**config.mk**
```make
export PLATFORM = sky130hd
export DESIGN_NAME = apb_cmd_master_flat
export DESIGN_NICKNAME = d
export VERILOG_FILES = /design/src/rtl/apb_pkg.sv /design/src/rtl/apb_cmd_master_if.sv /design/src/rtl/apb_cmd_fifo.sv /design/src/rtl/apb_cmd_master.sv /design/src/flat_wrapper.sv
export SDC_FILE = /design/constraint.sdc
export NUM_CORES = 1
export LEC_CHECK = 0
export ABC_AREA = 1
export CORE_MARGIN = 10
export CORE_UTILIZATION = 59
export DETAILED_ROUTE_END_ITERATION = 8
export PLACE_DENSITY = 0.93
export SETUP_SLACK_MARGIN = 0.02
export SLEW_MARGIN = 10
export SYNTH_ARGS = -nofsm -noshare
export SYNTH_HDL_FRONTEND = slang
export SYNTH_SLANG_ARGS = --single-unit
```
**constraint.sdc**
```tcl
create_clock -name pclk -period 6.8 [get_ports pclk]
set_clock_uncertainty 0.15 [all_clocks]
set_input_delay 1.7 -clock pclk [delete_from_list [all_inputs] [get_ports pclk]]
set_output_delay 1.7 -clock pclk [all_outputs]
set_load 0.1 [all_outputs]
```
**src/rtl/apb_pkg.sv**
```systemverilog
// Shared types for the APB command master: FSM state encoding and the queued command record.
// Command fields are sized for the widest legal configuration; narrower instances use the low bits.
package apb_pkg;

  localparam int CMD_AW_MAX = 32;
  localparam int CMD_DW_MAX = 32;
  localparam int CMD_SW_MAX = CMD_DW_MAX / 8;

  typedef enum logic [1:0] {
    ST_IDLE   = 2'd0,
    ST_SETUP  = 2'd1,
    ST_ACCESS = 2'd2
  } apb_state_e;

  typedef struct packed {
    logic [CMD_AW_MAX-1:0] addr;
    logic [CMD_DW_MAX-1:0] wdata;
    logic                  write;
    logic [CMD_SW_MAX-1:0] strb;
    logic [2:0]            prot;
  } apb_cmd_t;

  // Reads never present byte strobes on the bus.
  function automatic apb_cmd_t bus_view(apb_cmd_t c);
    apb_cmd_t r;
    r = c;
    if (!c.write) r.strb = '0;
    return r;
  endfunction

endpackage

```
**src/rtl/apb_cmd_master_if.sv**
```systemverilog
// Command, response and APB signal bundle for apb_cmd_master.
// master: the DUT side; slave: the command producer / APB completer side.
interface apb_cmd_master_if #(
  parameter int DATA_WIDTH = 32,
  parameter int ADDR_WIDTH = 32
);
  localparam int STRB_WIDTH = DATA_WIDTH / 8;

  logic                  cmd_valid;
  logic                  cmd_ready;
  logic [ADDR_WIDTH-1:0] cmd_addr;
  logic [DATA_WIDTH-1:0] cmd_wdata;
  logic                  cmd_write;
  logic [STRB_WIDTH-1:0] cmd_strb;
  logic [2:0]            cmd_prot;

  logic                  rsp_valid;
  logic [DATA_WIDTH-1:0] rsp_rdata;
  logic                  rsp_err;
  logic                  rsp_timeout;

  logic                  psel;
  logic                  penable;
  logic                  pwrite;
  logic [ADDR_WIDTH-1:0] paddr;
  logic [DATA_WIDTH-1:0] pwdata;
  logic [STRB_WIDTH-1:0] pstrb;
  logic [2:0]            pprot;
  logic                  pready;
  logic                  pslverr;
  logic [DATA_WIDTH-1:0] prdata;

  modport master (
    input  cmd_valid, cmd_addr, cmd_wdata, cmd_write, cmd_strb, cmd_prot,
    output cmd_ready,
    output rsp_valid, rsp_rdata, rsp_err, rsp_timeout,
    output psel, penable, pwrite, paddr, pwdata, pstrb, pprot,
    input  pready, pslverr, prdata
  );

  modport slave (
    output cmd_valid, cmd_addr, cmd_wdata, cmd_write, cmd_strb, cmd_prot,
    input  cmd_ready,
    input  rsp_valid, rsp_rdata, rsp_err, rsp_timeout,
    input  psel, penable, pwrite, paddr, pwdata, pstrb, pprot,
    output pready, pslverr, prdata
  );
endinterface

```
**src/rtl/apb_cmd_fifo.sv**
```systemverilog
// Synchronous command queue; pointers carry one extra wrap bit to tell full from empty.
// Head is presented combinationally on dout whenever the queue is non-empty.
module apb_cmd_fifo #(
  parameter int WIDTH = 8,
  parameter int DEPTH = 4
) (
  input  logic             clk,
  input  logic             rst_n,
  input  logic             push,
  input  logic [WIDTH-1:0] din,
  input  logic             pop,
  output logic [WIDTH-1:0] dout,
  output logic             full,
  output logic             empty
);
  localparam int PW = $clog2(DEPTH);

  logic [PW:0]      wr_ptr_q, wr_ptr_d;
  logic [PW:0]      rd_ptr_q, rd_ptr_d;
  logic [WIDTH-1:0] mem_q [DEPTH];

  assign empty = (wr_ptr_q == rd_ptr_q);
  assign full  = (wr_ptr_q[PW] != rd_ptr_q[PW]) && (wr_ptr_q[PW-1:0] == rd_ptr_q[PW-1:0]);
  assign dout  = mem_q[rd_ptr_q[PW-1:0]];

  always_comb begin
    wr_ptr_d = wr_ptr_q;
    rd_ptr_d = rd_ptr_q;
    if (push && !full) wr_ptr_d = wr_ptr_q + (PW+1)'(1);
    if (pop && !empty) rd_ptr_d = rd_ptr_q + (PW+1)'(1);
  end

  always_ff @(posedge clk or negedge rst_n) begin
    if (!rst_n) begin
      wr_ptr_q <= '0;
      rd_ptr_q <= '0;
    end else begin
      wr_ptr_q <= wr_ptr_d;
      rd_ptr_q <= rd_ptr_d;
    end
  end

  always_ff @(posedge clk) begin
    if (push && !full) mem_q[wr_ptr_q[PW-1:0]] <= din;
  end
endmodule

```
**src/rtl/apb_cmd_master.sv**
```systemverilog
// Queued APB requester: buffers commands, issues them in order as SETUP/ACCESS transfers
// and returns a one-cycle response per transfer, aborting on a wait-state timeout.
module apb_cmd_master
  import apb_pkg::*;
#(
  parameter int DATA_WIDTH     = 32,
  parameter int ADDR_WIDTH     = 32,
  parameter int FIFO_DEPTH     = 4,
  parameter int TIMEOUT_CYCLES = 16
) (
  input logic              pclk,
  input logic              presetn,
  apb_cmd_master_if.master bus
);
  localparam int CW = (TIMEOUT_CYCLES > 0) ? $clog2(TIMEOUT_CYCLES + 1) : 1;
  localparam int SW = DATA_WIDTH / 8;

  apb_state_e            state_q, state_d;
  apb_cmd_t              xfer_q, xfer_d;
  apb_cmd_t              push_cmd, head_cmd;
  logic [CW-1:0]         wait_q, wait_d;
  logic                  rdy_en_q;
  logic                  fifo_full, fifo_empty, pop;
  logic                  free, timed_out;
  logic                  rsp_valid_q, rsp_valid_d;
  logic                  rsp_err_q, rsp_err_d;
  logic                  rsp_timeout_q, rsp_timeout_d;
  logic [DATA_WIDTH-1:0] rsp_rdata_q, rsp_rdata_d;

  always_comb begin
    push_cmd       = '0;
    push_cmd.addr  = CMD_AW_MAX'(bus.cmd_addr);
    push_cmd.wdata = CMD_DW_MAX'(bus.cmd_wdata);
    push_cmd.write = bus.cmd_write;
    push_cmd.strb  = CMD_SW_MAX'(bus.cmd_strb);
    push_cmd.prot  = bus.cmd_prot;
  end

  // Held off through reset and for the first cycle after it.
  assign bus.cmd_ready = rdy_en_q && !fifo_full;

  apb_cmd_fifo #(.WIDTH($bits(apb_cmd_t)), .DEPTH(FIFO_DEPTH)) u_fifo (
    .clk   (pclk),
    .rst_n (presetn),
    .push  (bus.cmd_valid && bus.cmd_ready),
    .din   (push_cmd),
    .pop   (pop),
    .dout  (head_cmd),
    .full  (fifo_full),
    .empty (fifo_empty)
  );

  assign timed_out = (TIMEOUT_CYCLES != 0) && (state_q == ST_ACCESS) && !bus.pready &&
                     (wait_q == CW'(TIMEOUT_CYCLES));

  always_comb begin
    state_d       = state_q;
    xfer_d        = xfer_q;
    wait_d        = wait_q;
    pop           = 1'b0;
    free          = 1'b0;
    rsp_valid_d   = 1'b0;
    rsp_err_d     = rsp_err_q;
    rsp_timeout_d = rsp_timeout_q;
    rsp_rdata_d   = rsp_rdata_q;
    case (state_q)
      ST_IDLE:  free = 1'b1;
      ST_SETUP: state_d = ST_ACCESS;
      ST_ACCESS: begin
        if (bus.pready) begin
          free          = 1'b1;
          rsp_valid_d   = 1'b1;
          rsp_err_d     = bus.pslverr;
          rsp_timeout_d = 1'b0;
          rsp_rdata_d   = xfer_q.write ? '0 : bus.prdata;
        end else if (timed_out) begin
          free          = 1'b1;
          rsp_valid_d   = 1'b1;
          rsp_err_d     = 1'b1;
          rsp_timeout_d = 1'b1;
          rsp_rdata_d   = '0;
        end else if (TIMEOUT_CYCLES != 0) begin
          wait_d = wait_q + CW'(1);
        end
      end
      default: state_d = ST_IDLE;
    endcase
    // A finishing transfer chains straight into the next queued command.
    if (free) begin
      if (!fifo_empty) begin
        pop     = 1'b1;
        xfer_d  = bus_view(head_cmd);
        wait_d  = '0;
        state_d = ST_SETUP;
      end else begin
        state_d = ST_IDLE;
      end
    end
  end

  always_ff @(posedge pclk or negedge presetn) begin
    if (!presetn) begin
      state_q       <= ST_IDLE;
      xfer_q        <= '0;
      wait_q        <= '0;
      rdy_en_q      <= 1'b0;
      rsp_valid_q   <= 1'b0;
      rsp_err_q     <= 1'b0;
      rsp_timeout_q <= 1'b0;
      rsp_rdata_q   <= '0;
    end else begin
      state_q       <= state_d;
      xfer_q        <= xfer_d;
      wait_q        <= wait_d;
      rdy_en_q      <= 1'b1;
      rsp_valid_q   <= rsp_valid_d;
      rsp_err_q     <= rsp_err_d;
      rsp_timeout_q <= rsp_timeout_d;
      rsp_rdata_q   <= rsp_rdata_d;
    end
  end

  assign bus.psel        = (state_q != ST_IDLE);
  assign bus.penable     = (state_q == ST_ACCESS);
  assign bus.pwrite      = xfer_q.write;
  assign bus.paddr       = xfer_q.addr[ADDR_WIDTH-1:0];
  assign bus.pwdata      = xfer_q.wdata[DATA_WIDTH-1:0];
  assign bus.pstrb       = xfer_q.strb[SW-1:0];
  assign bus.pprot       = xfer_q.prot;
  assign bus.rsp_valid   = rsp_valid_q;
  assign bus.rsp_err     = rsp_err_q;
  assign bus.rsp_timeout = rsp_timeout_q;
  assign bus.rsp_rdata   = rsp_rdata_q;
endmodule

```
**src/flat_wrapper.sv**
```systemverilog
// flat-port wrapper written by rule: the top's interface ports become plain ports
module apb_cmd_master_flat import apb_pkg::*;
#(
  parameter int DATA_WIDTH     = 32,
  parameter int ADDR_WIDTH     = 32,
  parameter int FIFO_DEPTH     = 4,
  parameter int TIMEOUT_CYCLES = 16
)
  (pclk, presetn, bus_cmd_valid, bus_cmd_addr, bus_cmd_wdata, bus_cmd_write, bus_cmd_strb, bus_cmd_prot, bus_cmd_ready, bus_rsp_valid, bus_rsp_rdata, bus_rsp_err, bus_rsp_timeout, bus_psel, bus_penable, bus_pwrite, bus_paddr, bus_pwdata, bus_pstrb, bus_pprot, bus_pready, bus_pslverr, bus_prdata);
  apb_cmd_master_if #(.DATA_WIDTH(DATA_WIDTH), .ADDR_WIDTH(ADDR_WIDTH)) bus_i ();
  input logic pclk;
  input logic presetn;
  input wire logic [$bits(bus_i.cmd_valid)-1:0] bus_cmd_valid;
  input wire logic [$bits(bus_i.cmd_addr)-1:0] bus_cmd_addr;
  input wire logic [$bits(bus_i.cmd_wdata)-1:0] bus_cmd_wdata;
  input wire logic [$bits(bus_i.cmd_write)-1:0] bus_cmd_write;
  input wire logic [$bits(bus_i.cmd_strb)-1:0] bus_cmd_strb;
  input wire logic [$bits(bus_i.cmd_prot)-1:0] bus_cmd_prot;
  output wire logic [$bits(bus_i.cmd_ready)-1:0] bus_cmd_ready;
  output wire logic [$bits(bus_i.rsp_valid)-1:0] bus_rsp_valid;
  output wire logic [$bits(bus_i.rsp_rdata)-1:0] bus_rsp_rdata;
  output wire logic [$bits(bus_i.rsp_err)-1:0] bus_rsp_err;
  output wire logic [$bits(bus_i.rsp_timeout)-1:0] bus_rsp_timeout;
  output wire logic [$bits(bus_i.psel)-1:0] bus_psel;
  output wire logic [$bits(bus_i.penable)-1:0] bus_penable;
  output wire logic [$bits(bus_i.pwrite)-1:0] bus_pwrite;
  output wire logic [$bits(bus_i.paddr)-1:0] bus_paddr;
  output wire logic [$bits(bus_i.pwdata)-1:0] bus_pwdata;
  output wire logic [$bits(bus_i.pstrb)-1:0] bus_pstrb;
  output wire logic [$bits(bus_i.pprot)-1:0] bus_pprot;
  input wire logic [$bits(bus_i.pready)-1:0] bus_pready;
  input wire logic [$bits(bus_i.pslverr)-1:0] bus_pslverr;
  input wire logic [$bits(bus_i.prdata)-1:0] bus_prdata;
  assign bus_i.cmd_valid = bus_cmd_valid;
  assign bus_i.cmd_addr = bus_cmd_addr;
  assign bus_i.cmd_wdata = bus_cmd_wdata;
  assign bus_i.cmd_write = bus_cmd_write;
  assign bus_i.cmd_strb = bus_cmd_strb;
  assign bus_i.cmd_prot = bus_cmd_prot;
  assign bus_cmd_ready = bus_i.cmd_ready;
  assign bus_rsp_valid = bus_i.rsp_valid;
  assign bus_rsp_rdata = bus_i.rsp_rdata;
  assign bus_rsp_err = bus_i.rsp_err;
  assign bus_rsp_timeout = bus_i.rsp_timeout;
  assign bus_psel = bus_i.psel;
  assign bus_penable = bus_i.penable;
  assign bus_pwrite = bus_i.pwrite;
  assign bus_paddr = bus_i.paddr;
  assign bus_pwdata = bus_i.pwdata;
  assign bus_pstrb = bus_i.pstrb;
  assign bus_pprot = bus_i.pprot;
  assign bus_i.pready = bus_pready;
  assign bus_i.pslverr = bus_pslverr;
  assign bus_i.prdata = bus_prdata;
  apb_cmd_master #(.DATA_WIDTH(DATA_WIDTH), .ADDR_WIDTH(ADDR_WIDTH), .FIFO_DEPTH(FIFO_DEPTH), .TIMEOUT_CYCLES(TIMEOUT_CYCLES)) u_core (.pclk(pclk), .presetn(presetn), .bus(bus_i));
endmodule
```
After elaboration in Yosys (flattened, before gate mapping)
Memory sizes are Yosys's and may differ from the RTL's. Cells that the tools add are included.

Memories: 1. Output and inout port bits: 110. Register bits after elaboration: 121. Memory bits (writable): 288. Input port bits: 109.

Bitwise gates (word level): 1. Muxes and demuxes: 23. Add/subtract/negate cells: 3. Eq/ne operators: 7. Reduce and logical (&&, ||, !) cells: 16.

Memory list: u_core.u_fifo.mem_q (depth 4, bits a word 72, read ports 1, clocked after Yosys merged registers in 0, wr ports 1, RTL line apb_cmd_fifo.sv:20) `logic [WIDTH-1:0] mem_q [DEPTH];`.

Operator list (count): 32-bit 2-to-1 mux (3); 5-bit 2-to-1 mux (5); 1-bit 2-to-1 mux (11); 1-bit logical AND (7); 3-bit by 1-bit adder with 3-bit output, second input constant (2); 5-bit by 1-bit adder with 5-bit output, second input constant (1); 5-bit == test, second input constant (1); 4-bit 2-to-1 mux (1); 2-bit one-hot mux with 2 select lines (1); 2-bit AND reduction (2); 2-bit nonzero test (2); 3-bit == test (1); 1-bit logical NOT (3); 2-bit by 1-bit == test with 1-bit output, second input constant (1); 2-bit == test (1); 2-bit == test, second input constant (1); 2-bit logical NOT (1); 2-bit 2-to-1 mux (1); 2-bit by 1-bit != test with 1-bit output, second input constant (1); 1-bit one-hot mux with 2 select lines (1); 2-bit OR reduction (1); 1-bit != test (1); 1-bit NOT (1).

Depth between registers and ports, before layout
Gate-level depths: netlist (run 1).

Word-level depth: 8. Gate-level depth with buffers: 12. Mapped depth without buffers: 9.

Cells and area by module
Synthesis (run 1) repeated with hierarchy kept, for this count alone.

Cells, all modules: 1289. Area, all modules: 15800.2 µm².

By module, submodules not included: apb_cmd_fifo (cells an instance 757, sequential area each 8798.4 µm², area each 11050.6 µm², times used 1); apb_cmd_master (cells an instance 532, sequential area each 2877.8 µm², area each 4749.6 µm², times used 1).

Worst setup path after synthesis (run 1)
No wires, ideal clock.

Kind: in2reg. From: input port bus_cmd_valid. To: memory u_core.u_fifo.mem_q[0][0] in the netlist's numbering (enable). Stages: 2. Slack: 1.191 ns. Arrival time: 4.957 ns. Cells stage by stage: nand3_1 nor2_1.

Longest elaborated chain between the ends: 4.

RTL lines: start, declared (RTL line flat_wrapper.sv:13) `input wire logic [$bits(bus_i.cmd_valid)-1:0] bus_cmd_valid;`; 1-bit logical AND (RTL line apb_cmd_master.sv:45) `.push (bus.cmd_valid && bus.cmd_ready),`; 1-bit logical AND (RTL line apb_cmd_fifo.sv:44) `if (push && !full) mem_q[wr_ptr_q[PW-1:0]] <= din;`; 1-bit 2-to-1 mux (RTL line apb_cmd_fifo.sv:44); 1-bit 2-to-1 mux (implied by the code) (RTL line apb_cmd_fifo.sv:44); end, declared (RTL line apb_cmd_fifo.sv:20).

No other way between the ends.

Worst setup path in the final report (run 1)
From: register u_core.u_fifo.rd_ptr_q[0]. To: output port bus_cmd_ready.

Longest elaborated chain between the ends: 4.

RTL lines: start, declared (RTL line apb_cmd_fifo.sv:19) `logic [PW:0] rd_ptr_q, rd_ptr_d;`; start signal, assigned (RTL line apb_cmd_fifo.sv:39) `rd_ptr_q <= rd_ptr_d;`; 2-bit == test (RTL line apb_cmd_fifo.sv:23) `assign full = (wr_ptr_q[PW] != rd_ptr_q[PW]) && (wr_ptr_q[PW-1:0] == rd_ptr_q[PW-1:0]);`; 1-bit logical AND (RTL line apb_cmd_fifo.sv:23); 1-bit logical NOT (RTL line apb_cmd_master.sv:40) `assign bus.cmd_ready = rdy_en_q && !fifo_full;`; 1-bit logical AND (RTL line apb_cmd_master.sv:40); end, declared (RTL line flat_wrapper.sv:19) `output wire logic [$bits(bus_i.cmd_ready)-1:0] bus_cmd_ready;`.

No other way between the ends.

==> metrics, run 1 <==
Syn. warnings=0; Synth area leader=edfxtp_1; Min-Delay Endpoint=u_core.bus.paddr[29]; launching point of the worst reg2reg path=u_core.wait_q[0]; initial antenna violation count=3; global-route wire length before repair=60.6 mm; cell with the most instances after synthesis=edfxtp_1; type of origin of the critical path=register; clock tree root buffer cell=clkbuf_16; register bit count reported by yosys=~410; number of port buffers=between 200 and 250; Critical Path Sink Type=output pin; most frequent cell on the critical path=nand2_1; path type of the worst min-delay path=reg2reg; starting DRC count in detailed routing=around 1100; share of final-layout standard cells stronger than drive strength 1=between 5 and 6%; mean routed wirelength per cell=around 20 µm; final core utilization=73.2%; total CTS buffers=~40; Synth Flop Type=edfxtp_1; Die H=around 180 µm; Worst R2R Path Depth=9; top post-synthesis cells by area=edfxtp_1 54%, dfrtp_1 19%, nand2_1 6.4%, o21ai_0 5.7%, nor2_1 5.1%; number of nets produced by synthesis=roughly 1500; via count of the first global-routing pass=11300; worst slack after detailed placement=approximately 1.9 ns; stage delay of the slowest cell on the critical path=1.15 ns; data required time of the critical path=a little under 5 ns; final wirelength=approximately 38 mm; Vias=between 10000 and 15000; buffers from clock root to sink, at most=3; setup repair after global routing missed its margin=no; max-slew violation count=0; average instance area after synthesis=between 10 and 15 µm²; Final Hold Slack=between 0.3 and 0.4 ns; Post-synth EDFFs=288; status=completed; measured slew at the worst slew-check pin=about 1.1 ns; fraction of synthesis flops using an asynchronous set or reset pin=approximately 30%; number of top-level pins=about 220; Max Cap Viol=0; area inside the core boundary=26700 µm²; post-synthesis sequential area ratio=73.3%; list of most frequent post-synthesis cells=288 x edfxtp_1, 270 x nand2_1, 216 x nor2_1; pin count of the biggest net entering global routing=94; Net count, final=between 1500 and 2000; critical path's slowest cell=clkdlybuf4s50_1; Vias per Instance=5.66; relative area change from synthesis to final layout=22.8%; number of nets with antenna violations after routing=0; crit path kind=reg2out; part of the cycle the worst path needs=between 70% and 80%; number of failing setup endpoints in the final timing report=0; Hold Path Depth=2; number of optimization iterations in the first detailed-route pass=8; initial core utilization=slightly below 60%; count of final hold-check violations=0; post_cts resized=0; Register Area=11700 µm²; number of inserted filler cells in the final layout=between 1500 and 2000; number of hold-repair buffers added at the cts stage=0; area share of the largest cell type after synthesis=a little over half; Max transition margin=around 26%; multi-input gate area in the final layout=3730 µm²; chip width=between 150 and 200 µm; endpoint of the worst register-to-register path=u_core.bus.pwdata[26]; achievable clock frequency=around 0.19 GHz; clock insertion delay at the later pin of the skew report=just over 0.5 ns; mapped cell area=15900 µm²; final setup TNS=0 ns; total number of H-tree levels=2; FF-to-FF setup slack=around 3.3 ns; global placer's final weighted congestion=slightly above 0.8; hold wc startpoint=u_core.bus.paddr[29]; GR Overflow Total=0; min setup slack post-route=1.53 ns; aggregate global-route resource usage=between 20% and 30%; overall die area=between 30000 and 40000 µm²; instance count of the mapped netlist=roughly 1400; setup bufs post-CTS=0; Core Rows=60; clock tree from TritonCTS=yes; arrival time worst endpoint=3.42 ns; list of cells traversed by the critical path=inv_4 -> nand2_1 -> nand2_1 -> nand3_1 -> nand2_1 -> inv_1 -> clkdlybuf4s50_1; worst-path fanout max=between 50 and 60; half-perimeter wire length after placement=between 20 and 25 mm; final period demand of the worst path=around 5.3 ns; number of DRC violations after detailed routing=0; distinct cell type count of the synthesized netlist=26; clock-pin slew of the registers on the worst-case setup and hold paths=0.06 ns; clk sinks=between 400 and 500
-- layout make-up --
class	count	area share [%]
Antenna cell	3	0.0384
Clock buffer	61	5.73
Clock inverter	12	0.595
Inverter	48	0.934
Multi-Input combinational cell	837	19.1
Sequential cell	409	59.7
Tap cell	341	2.18
Timing Repair Buffer	231	11.7
-- sequential cells by signal, indices dropped and copies added, names as in the netlist, 2 cells and up --
name,flops
u_core.wait_q,5
u_core.bus.rsp_rdata,32
u_core.state_q,2
u_core.u_fifo.mem_q,288
u_core.u_fifo.rd_ptr_q,3
u_core.u_fifo.wr_ptr_q,3
u_core.bus.pstrb,4
u_core.bus.paddr,32
u_core.bus.pwdata,32
u_core.bus.pprot,3
-- routing by layer --
metal	GRT usage (%)	vias up	routed length (µm)
met3	5.63	54	3550
met2	39.0	528	19300
met1	27.1	5336	14600
met5	0	-	0
li1	-	5074	-
met4	6.36	0	751
-- worst max-delay path by stage --
stage | start | to | slack (ns) | cells after the start
detailed placement | bus_pready | u_core.bus.pwdata[7] | 1.85 | 7
CTS | u_core.u_fifo.rd_ptr_q[0] | bus_cmd_ready | 1.51 | 7
finish | u_core.u_fifo.rd_ptr_q[0] | bus_cmd_ready | 1.53 | 7
global placement | bus_pready | u_core.wait_q[4] | 1.91 | 7
floorplan | bus_cmd_valid | u_core.u_fifo.mem_q[0][0] | 1.19 | 2
global route | u_core.u_fifo.rd_ptr_q[0] | bus_cmd_ready | 1.38 | 7
-- cell usage in the layout, fill, tap and decap left out, drive strengths merged, types with 3 or more instances in the layout --
cell type	netlist	final
nand3	125	125
edfxtp	288	288
nor2	217	217
diode	0	3
ha	7	7
clkbuf	35	61
clkinv	0	7
nand2	272	272
inv	48	49
o21ai	204	204
nand4	3	3
clkdlybuf4s50	0	217
dfrtp	121	121
buf	46	14
-- through the flow --
| step | instance area, µm² | std cells |
|---|---|---|
| after floorplan | 15900 | 1375 |
| after global placement | 18300 | 1866 |
| after detailed placement | 18300 | 1866 |
| after CTS | 19500 | 1939 |
| after global routing | 19600 | 1941 |
| final | 19600 | 1942 |
-- worst max-delay path, delay by kind of cell (launching register included) --
family / cells / cell delay (ns)
buffers and inverters: 3 / 1.63
DFF: 1 / 0.85
and+or+nand+nor: 4 / 0.42
-- kinds of logic after synthesis --
group           after synthesis  synth area share [%]
other cells                   1                0.0235
compound gates              206                  6.51
xor+xnor                      4                 0.220
fa+ha+maj                     7                 0.550
flops                       409                  73.3
buf+inv                     129                  3.61
simple gates                619                  15.8
Power of run 1 is left out: the tool's default activity adds up to more than one toggle a clock period on the data nets, which glitch-free logic cannot reach.
==> run 2: changes to the inputs <==
--- a/config.mk
+++ b/config.mk
@@ -7,9 +7,9 @@
 export LEC_CHECK = 0
 export ABC_AREA = 1
 export CORE_MARGIN = 10
-export CORE_UTILIZATION = 59
+export CORE_UTILIZATION = 49
 export DETAILED_ROUTE_END_ITERATION = 8
-export PLACE_DENSITY = 0.93
+export PLACE_DENSITY = 0.83
 export SETUP_SLACK_MARGIN = 0.02
 export SLEW_MARGIN = 10
 export SYNTH_ARGS = -nofsm -noshare
==> constraint.sdc (replaced) <==
create_clock -name pclk -period 4.57 [get_ports pclk]
set_clock_uncertainty 0.15 [all_clocks]
set_input_delay 1.1425 -clock pclk [delete_from_list [all_inputs] [get_ports pclk]]
set_output_delay 1.1425 -clock pclk [all_outputs]
set_load 0.1 [all_outputs]
==> run 2 against run 1 <==
  * Hold slack improved by 0.0016 ns
  * Via count down 0.59%
  * Count of clock-buffer cells in the layout is 9 lower
  * Flip-flop and latch count did not move
  * Core utilization fell by 11 points
  * Routed wire length is 2.8% lower
  * Final cell count grew 5.0%
  * Non-clock buffer count is 4 higher
  * Critical endpoint unchanged
  * Highest routed layer is now met5
==> metrics, run 2 (synthesis gave the netlist of run 1 again) <==
chip width=200 µm (was 184 µm); count of final hold-check violations=0 (unchanged); Die H=200 µm (was 184 µm); final period demand of the worst path=3.70 ns; number of nets with antenna violations after routing=0 (unchanged); Inst Count DP=1964 (was 1866); worst slack after detailed placement=1.02 ns (was 1.85 ns); most frequent cell on the critical path=nand2_1 (unchanged); critical path's slowest cell=dfrtp_4 (was clkdlybuf4s50_1); arrival time worst endpoint=2.41 ns (was 3.42 ns); global placer's final weighted congestion=0.825 (was 0.819); pin count of the biggest net entering global routing=103 (was 94); Max transition margin=30.0% (was 26.0%); clock tree from TritonCTS=yes (unchanged); Register Area=11700 µm² (unchanged); post_cts resized=0 (unchanged); initial core utilization=50.1% (was 59.6%); half-perimeter wire length after placement=22.0 mm (was 22.8 mm); Net count, final=1688 (was 1684); setup repair after global routing missed its margin=no (unchanged); overall die area=40100 µm² (was 34000 µm²); clock-pin slew of the registers on the worst-case setup and hold paths=0.06 ns (about the same); data required time of the critical path=3.28 ns (was 4.95 ns); number of optimization iterations in the first detailed-route pass=5 (was 8); final core utilization=62.2% (was 73.2%); buffers from clock root to sink, at most=3 (unchanged); final wirelength=37.2 mm (was 38.2 mm); list of cells traversed by the critical path=inv_2 -> nand2_1 -> nand2_1 -> nand3_1 -> nand2_1 -> inv_1 -> buf_4 (was inv_4 -> nand2_1 -> nand2_1 -> nand3_1 -> nand2_1 -> inv_1 -> clkdlybuf4s50_1); area inside the core boundary=31800 µm² (was 26700 µm²); non-filler cells, final=2040 (was 1942); measured slew at the worst slew-check pin=1.05 ns (was 1.11 ns); path type of the worst min-delay path=reg2reg (unchanged); initial antenna violation count=2 (was 3); number of DRC violations after detailed routing=0 (unchanged); mean routed wirelength per cell=18.2 µm (was 19.7 µm); combined buffer and inverter count along the critical path=3 (unchanged); min setup slack post-route=0.867 ns (was 1.53 ns); number of top-level pins=219 (unchanged); Vias per Instance=5.36 (was 5.66); clock insertion delay at the later pin of the skew report=0.53 ns (was 0.51 ns); Core Rows=65 (was 60); stage delay of the slowest cell on the critical path=0.91 ns (was 1.15 ns); crit path kind=reg2out (unchanged); number of failing setup endpoints in the final timing report=0 (unchanged); Vias=10900 (was 11000); worst-path fanout max=70 (was 57); achievable clock frequency=~0.27 GHz; GR Overflow Total=0 (unchanged); aggregate global-route resource usage=17.8% (was 22.4%); share of final-layout standard cells stronger than drive strength 1=6.05% (was 5.38%); number of port buffers=218 (unchanged); via count of the first global-routing pass=10900 (was 11300); setup bufs post-CTS=0 (unchanged); highest-count cells in the layout ignoring fill and taps=288 x edfxtp_1, 270 x nand2_1, 216 x clkdlybuf4s50_1, 211 x nor2_1, 181 x o21ai_0 (was 288 x edfxtp_1, 270 x nand2_1, 217 x clkdlybuf4s50_1, 211 x nor2_1, 181 x o21ai_0); multi-input gate area in the final layout=3720 µm² (was 3730 µm²); number of flip-flops under the largest register name=288 (unchanged); clk sinks=409 (unchanged); final instance area=19800 µm² (was 19600 µm²); cell area after placement=18500 µm² (was 18300 µm²); part of the cycle the worst path needs=between 80% and 90%; relative area change from synthesis to final layout=24.1% (was 22.8%); max-slew violation count=0 (unchanged); number of hold-repair buffers added at the cts stage=0 (unchanged); status=completed (unchanged); total CTS buffers=41 (unchanged); total number of H-tree levels=2 (unchanged); Critical Path Sink Type=output pin (unchanged); number of inserted filler cells in the final layout=2329 (was 1628); type of origin of the critical path=register (unchanged); global-route wire length before repair=58.0 mm (was 60.6 mm); CP delay by family, top=flip-flops (was buffers and inverters); clock tree root buffer cell=clkbuf_16 (unchanged); Max Cap Viol=0 (unchanged); starting DRC count in detailed routing=865 (was 1103); leading cell type in the layout, fill and taps excluded=edfxtp_1 (unchanged)
-- run 2: cell types whose count changed in the layout (fill, tap and decap cells not counted), moves of 2 or more --
cell / previous run / this run
diode_2: 3 / 1
clkinv_2: 5 / 9
buf_4: 12 / 17
clkinv_1: 2 / 8
clkbuf_16: 41 / 43
clkbuf_1: 18 / 8
-- run 2: metrics by stage --
step,setup TNS [ns],hold slack [ns]
2_1_floorplan,-138.81,0.353
3_3_place_gp,0,0.306
3_5_place_dp,0,0.308
4_1_cts,0,0.322
5_1_grt,0,0.338
6_report,0,0.320
-- run 2: path summary, 6_finish.rpt --
| kind | depth (start not counted) | end | slack (ns) | start |
|---|---|---|---|---|
| max | 7 | bus_cmd_ready | 0.87 | u_core.u_fifo.rd_ptr_q[1] |
| min | 2 | u_core.bus.pwdata[10] | 0.32 | u_core.bus.pwdata[10] |
| max reg2reg | 7 | u_core.u_fifo.mem_q[1][71] | 1.25 | u_core.u_fifo.rd_ptr_q[1] |
| min reg2reg | 2 | u_core.bus.pwdata[10] | 0.32 | u_core.bus.pwdata[10] |
| max in group asynchronous | 2 | u_core.bus.paddr[26] | 2.73 | presetn |
| min in group asynchronous | 1 | u_core.bus.rsp_rdata[0] | 0.59 | presetn |
-- run 2: metal layers --
| layer | global-route usage [%] | wire length [µm] | up-vias |
|---|---|---|---|
| met5 | 0 | 13 | - |
| met4 | 6.46 | 949 | 2 |
| met3 | 3.98 | 2890 | 67 |
| met2 | 30.0 | 18100 | 450 |
| met1 | 21.9 | 15200 | 5312 |
| li1 | - | - | 5096 |
-- run 2: worst min-delay path, delay by kind of cell (launching register included) --
kind             cells  cell delay, ns
DFF                  1            0.34
and+or+nand+nor      2            0.09
-- run 2: layout make-up --
cell class,count,area share (%)
Antenna cell,1,0.0127
Clock buffer,52,5.66
Clock inverter,23,0.975
Inverter,48,0.930
Multi-Input combinational cell,837,18.8
Sequential cell,409,59.1
Tap cell,435,2.75
Timing Repair Buffer,235,11.7
Power of run 2 is left out for the same reason.
==> run 3: changes to the inputs <==
--- a/config.mk
+++ b/config.mk
@@ -7,9 +7,9 @@
 export LEC_CHECK = 0
 export ABC_AREA = 1
 export CORE_MARGIN = 10
-export CORE_UTILIZATION = 49
+export CORE_UTILIZATION = 55
 export DETAILED_ROUTE_END_ITERATION = 8
-export PLACE_DENSITY = 0.83
+export PLACE_DENSITY = 0.88
 export SETUP_SLACK_MARGIN = 0.02
 export SLEW_MARGIN = 10
 export SYNTH_ARGS = -nofsm -noshare
==> constraint.sdc (replaced) <==
create_clock -name pclk -period 3.8 [get_ports pclk]
set_clock_uncertainty 0.15 [all_clocks]
set_input_delay 0.95 -clock pclk [delete_from_list [all_inputs] [get_ports pclk]]
set_output_delay 0.95 -clock pclk [all_outputs]
set_load 0.1 [all_outputs]
==> run 3 against run 2 <==
  * First-iteration DRC count up 2.2%
  * Cell area down 0.53%
  * Hold slack better by 0.0043 ns
  * Via count up 1.5%
  * Flip-flop and latch count unchanged
  * Core utilization up 6.5 points
  * Largest cell class unchanged
  * Non-clock buffer count up 11
  * Die area down 9.8%
==> metrics, run 3 (synthesis gave the netlist of run 1 again) <==
achievable clock frequency=approximately 0.32 GHz; number of optimization iterations in the first detailed-route pass=7 (was 5); highest-count cells in the layout ignoring fill and taps=288 x edfxtp_1, 270 x nand2_1, 211 x nor2_1, 181 x o21ai_0 (was 288 x edfxtp_1, 270 x nand2_1, 216 x clkdlybuf4s50_1, 211 x nor2_1, 181 x o21ai_0); measured slew at the worst slew-check pin=1.08 ns (was 1.05 ns); number of inserted filler cells in the final layout=1911 (was 2329); chip width=190 µm (was 200 µm); number of port buffers=218 (unchanged); data required time of the critical path=4.05 ns (was 3.28 ns); half-perimeter wire length after placement=23.5 mm (was 22.0 mm); area inside the core boundary=28600 µm² (was 31800 µm²); crit path kind=reg2reg (was reg2out); initial antenna violation count=2 (unchanged); pin count of the biggest net entering global routing=103 (unchanged); stage delay of the slowest cell on the critical path=0.74 ns (was 0.91 ns); total number of H-tree levels=2 (unchanged); final core utilization=68.7% (was 62.2%); type of origin of the critical path=register (unchanged); overall die area=36200 µm² (was 40100 µm²); Vias per Instance=5.55 (was 5.36); setup bufs post-CTS=0 (unchanged); clock-pin slew of the registers on the worst-case setup and hold paths=0.06 ns (about the same); part of the cycle the worst path needs=just over 80%; mean routed wirelength per cell=19.1 µm (was 18.2 µm); most frequent cell on the critical path=nand2_1 (unchanged); number of flip-flops under the largest register name=288 (unchanged); clock tree from TritonCTS=yes (unchanged); final instance area=19700 µm² (was 19800 µm²); path type of the worst min-delay path=reg2reg (unchanged); clk sinks=409 (unchanged); via count of the first global-routing pass=11300 (was 10900); Critical Path Sink Type=register (was output pin); final wirelength=38.2 mm (was 37.2 mm); initial core utilization=55.6% (was 50.1%); status=completed (unchanged); count of final hold-check violations=0 (unchanged); number of top-level pins=219 (unchanged); Vias=11100 (was 10900); number of failing setup endpoints in the final timing report=0 (unchanged); global-route wire length before repair=60.4 mm (was 58.0 mm); cell area after placement=18400 µm² (was 18500 µm²); aggregate global-route resource usage=20.8% (was 17.8%); starting DRC count in detailed routing=884 (was 865); clock tree root buffer cell=clkbuf_16 (unchanged); clock insertion delay at the later pin of the skew report=0.51 ns (was 0.53 ns); global placer's final weighted congestion=0.841 (was 0.825); buffers from clock root to sink, at most=3 (unchanged); leading cell type in the layout, fill and taps excluded=edfxtp_1 (unchanged); list of cells traversed by the critical path=inv_4 -> buf_4 -> buf_4 -> nand2_1 -> nand3_1 -> nand2_1 -> nand2_1 -> inv_1 -> nand3_1 -> nand2_1 (was inv_2 -> nand2_1 -> nand2_1 -> nand3_1 -> nand2_1 -> inv_1 -> buf_4); Net count, final=1698 (was 1688); Core Rows=62 (was 65); max-slew violation count=0 (unchanged); number of DRC violations after detailed routing=0 (unchanged); number of nets with antenna violations after routing=0 (unchanged); worst-path fanout max=75 (was 70); arrival time worst endpoint=3.33 ns (was 2.41 ns); Die H=190 µm (was 200 µm); relative area change from synthesis to final layout=23.5% (was 24.1%); setup repair after global routing missed its margin=no (unchanged); share of final-layout standard cells stronger than drive strength 1=13.6% (was 6.05%); GR Overflow Total=0 (unchanged); Max transition margin=27.8% (was 30.0%); post_cts resized=0 (unchanged); number of hold-repair buffers added at the cts stage=0 (unchanged); final period demand of the worst path=between 3 and 4 ns; total CTS buffers=40 (was 41); critical path's slowest cell=buf_4 (was dfrtp_4); Max Cap Viol=0 (unchanged)
## run 3: path summary, 6_finish.rpt
check | from | endpoint | slack, ns | depth (start not counted)
min in group asynchronous | presetn | u_core.bus.rsp_rdata[25] | 0.44 | 1
setup reg to reg | u_core.u_fifo.rd_ptr_q[0] | u_core.bus.pstrb[1] | 0.72 | 10
hold / removal | u_core.bus.paddr[2] | u_core.bus.paddr[2] | 0.32 | 2
hold reg to reg | u_core.bus.paddr[2] | u_core.bus.paddr[2] | 0.32 | 2
setup / recovery | u_core.u_fifo.rd_ptr_q[0] | u_core.bus.pstrb[1] | 0.72 | 10
max in group asynchronous | presetn | u_core.bus.pwdata[29] | 2.29 | 2
## run 3: layout make-up
| class | count | area [µm²] | share of cell area [%] |
|---|---|---|---|
| tap | 384 | 480 | 2.44 |
| inverter | 48 | 184 | 0.935 |
| sequential | 409 | 11700 | 59.4 |
| clock buffer | 50 | 1090 | 5.54 |
| antenna | 1 | 2.50 | 0.0127 |
| clock inverter | 22 | 219 | 1.11 |
| multi-input combinational | 837 | 3720 | 18.9 |
| timing repair buffer | 246 | 2280 | 11.6 |
## run 3: per-stage QoR
step	setup WS (ns)	setup TNS (ns)	hold slack, ns	std cells
3_3_place_gp	0.570	0	0.308	1924
6_report	0.717	0	0.324	1997
2_1_floorplan	-1.06	-305.13	0.353	1375
5_1_grt	0.441	0	0.345	1996
4_1_cts	0.710	0	0.328	1996
3_5_place_dp	0.528	0	0.314	1924
## run 3: worst max-delay path: cells and delay by family, from the launching register on
family        cells  cell delay, ns
buf+inv           4            1.46
flops             1            0.68
simple gates      6            0.62
## run 3: layer usage
layer | track usage, % | vias to the layer above | routed length, µm | share of wire [%]
met5 | 0 | - | 17 | 0.045
met4 | 5.78 | 4 | 735 | 1.9
met3 | 4.54 | 67 | 3260 | 8.5
met2 | 35.8 | 480 | 19000 | 50
met1 | 25.9 | 5435 | 15100 | 40
li1 | - | 5104 | - | -
Power of run 3 is left out for the same reason.
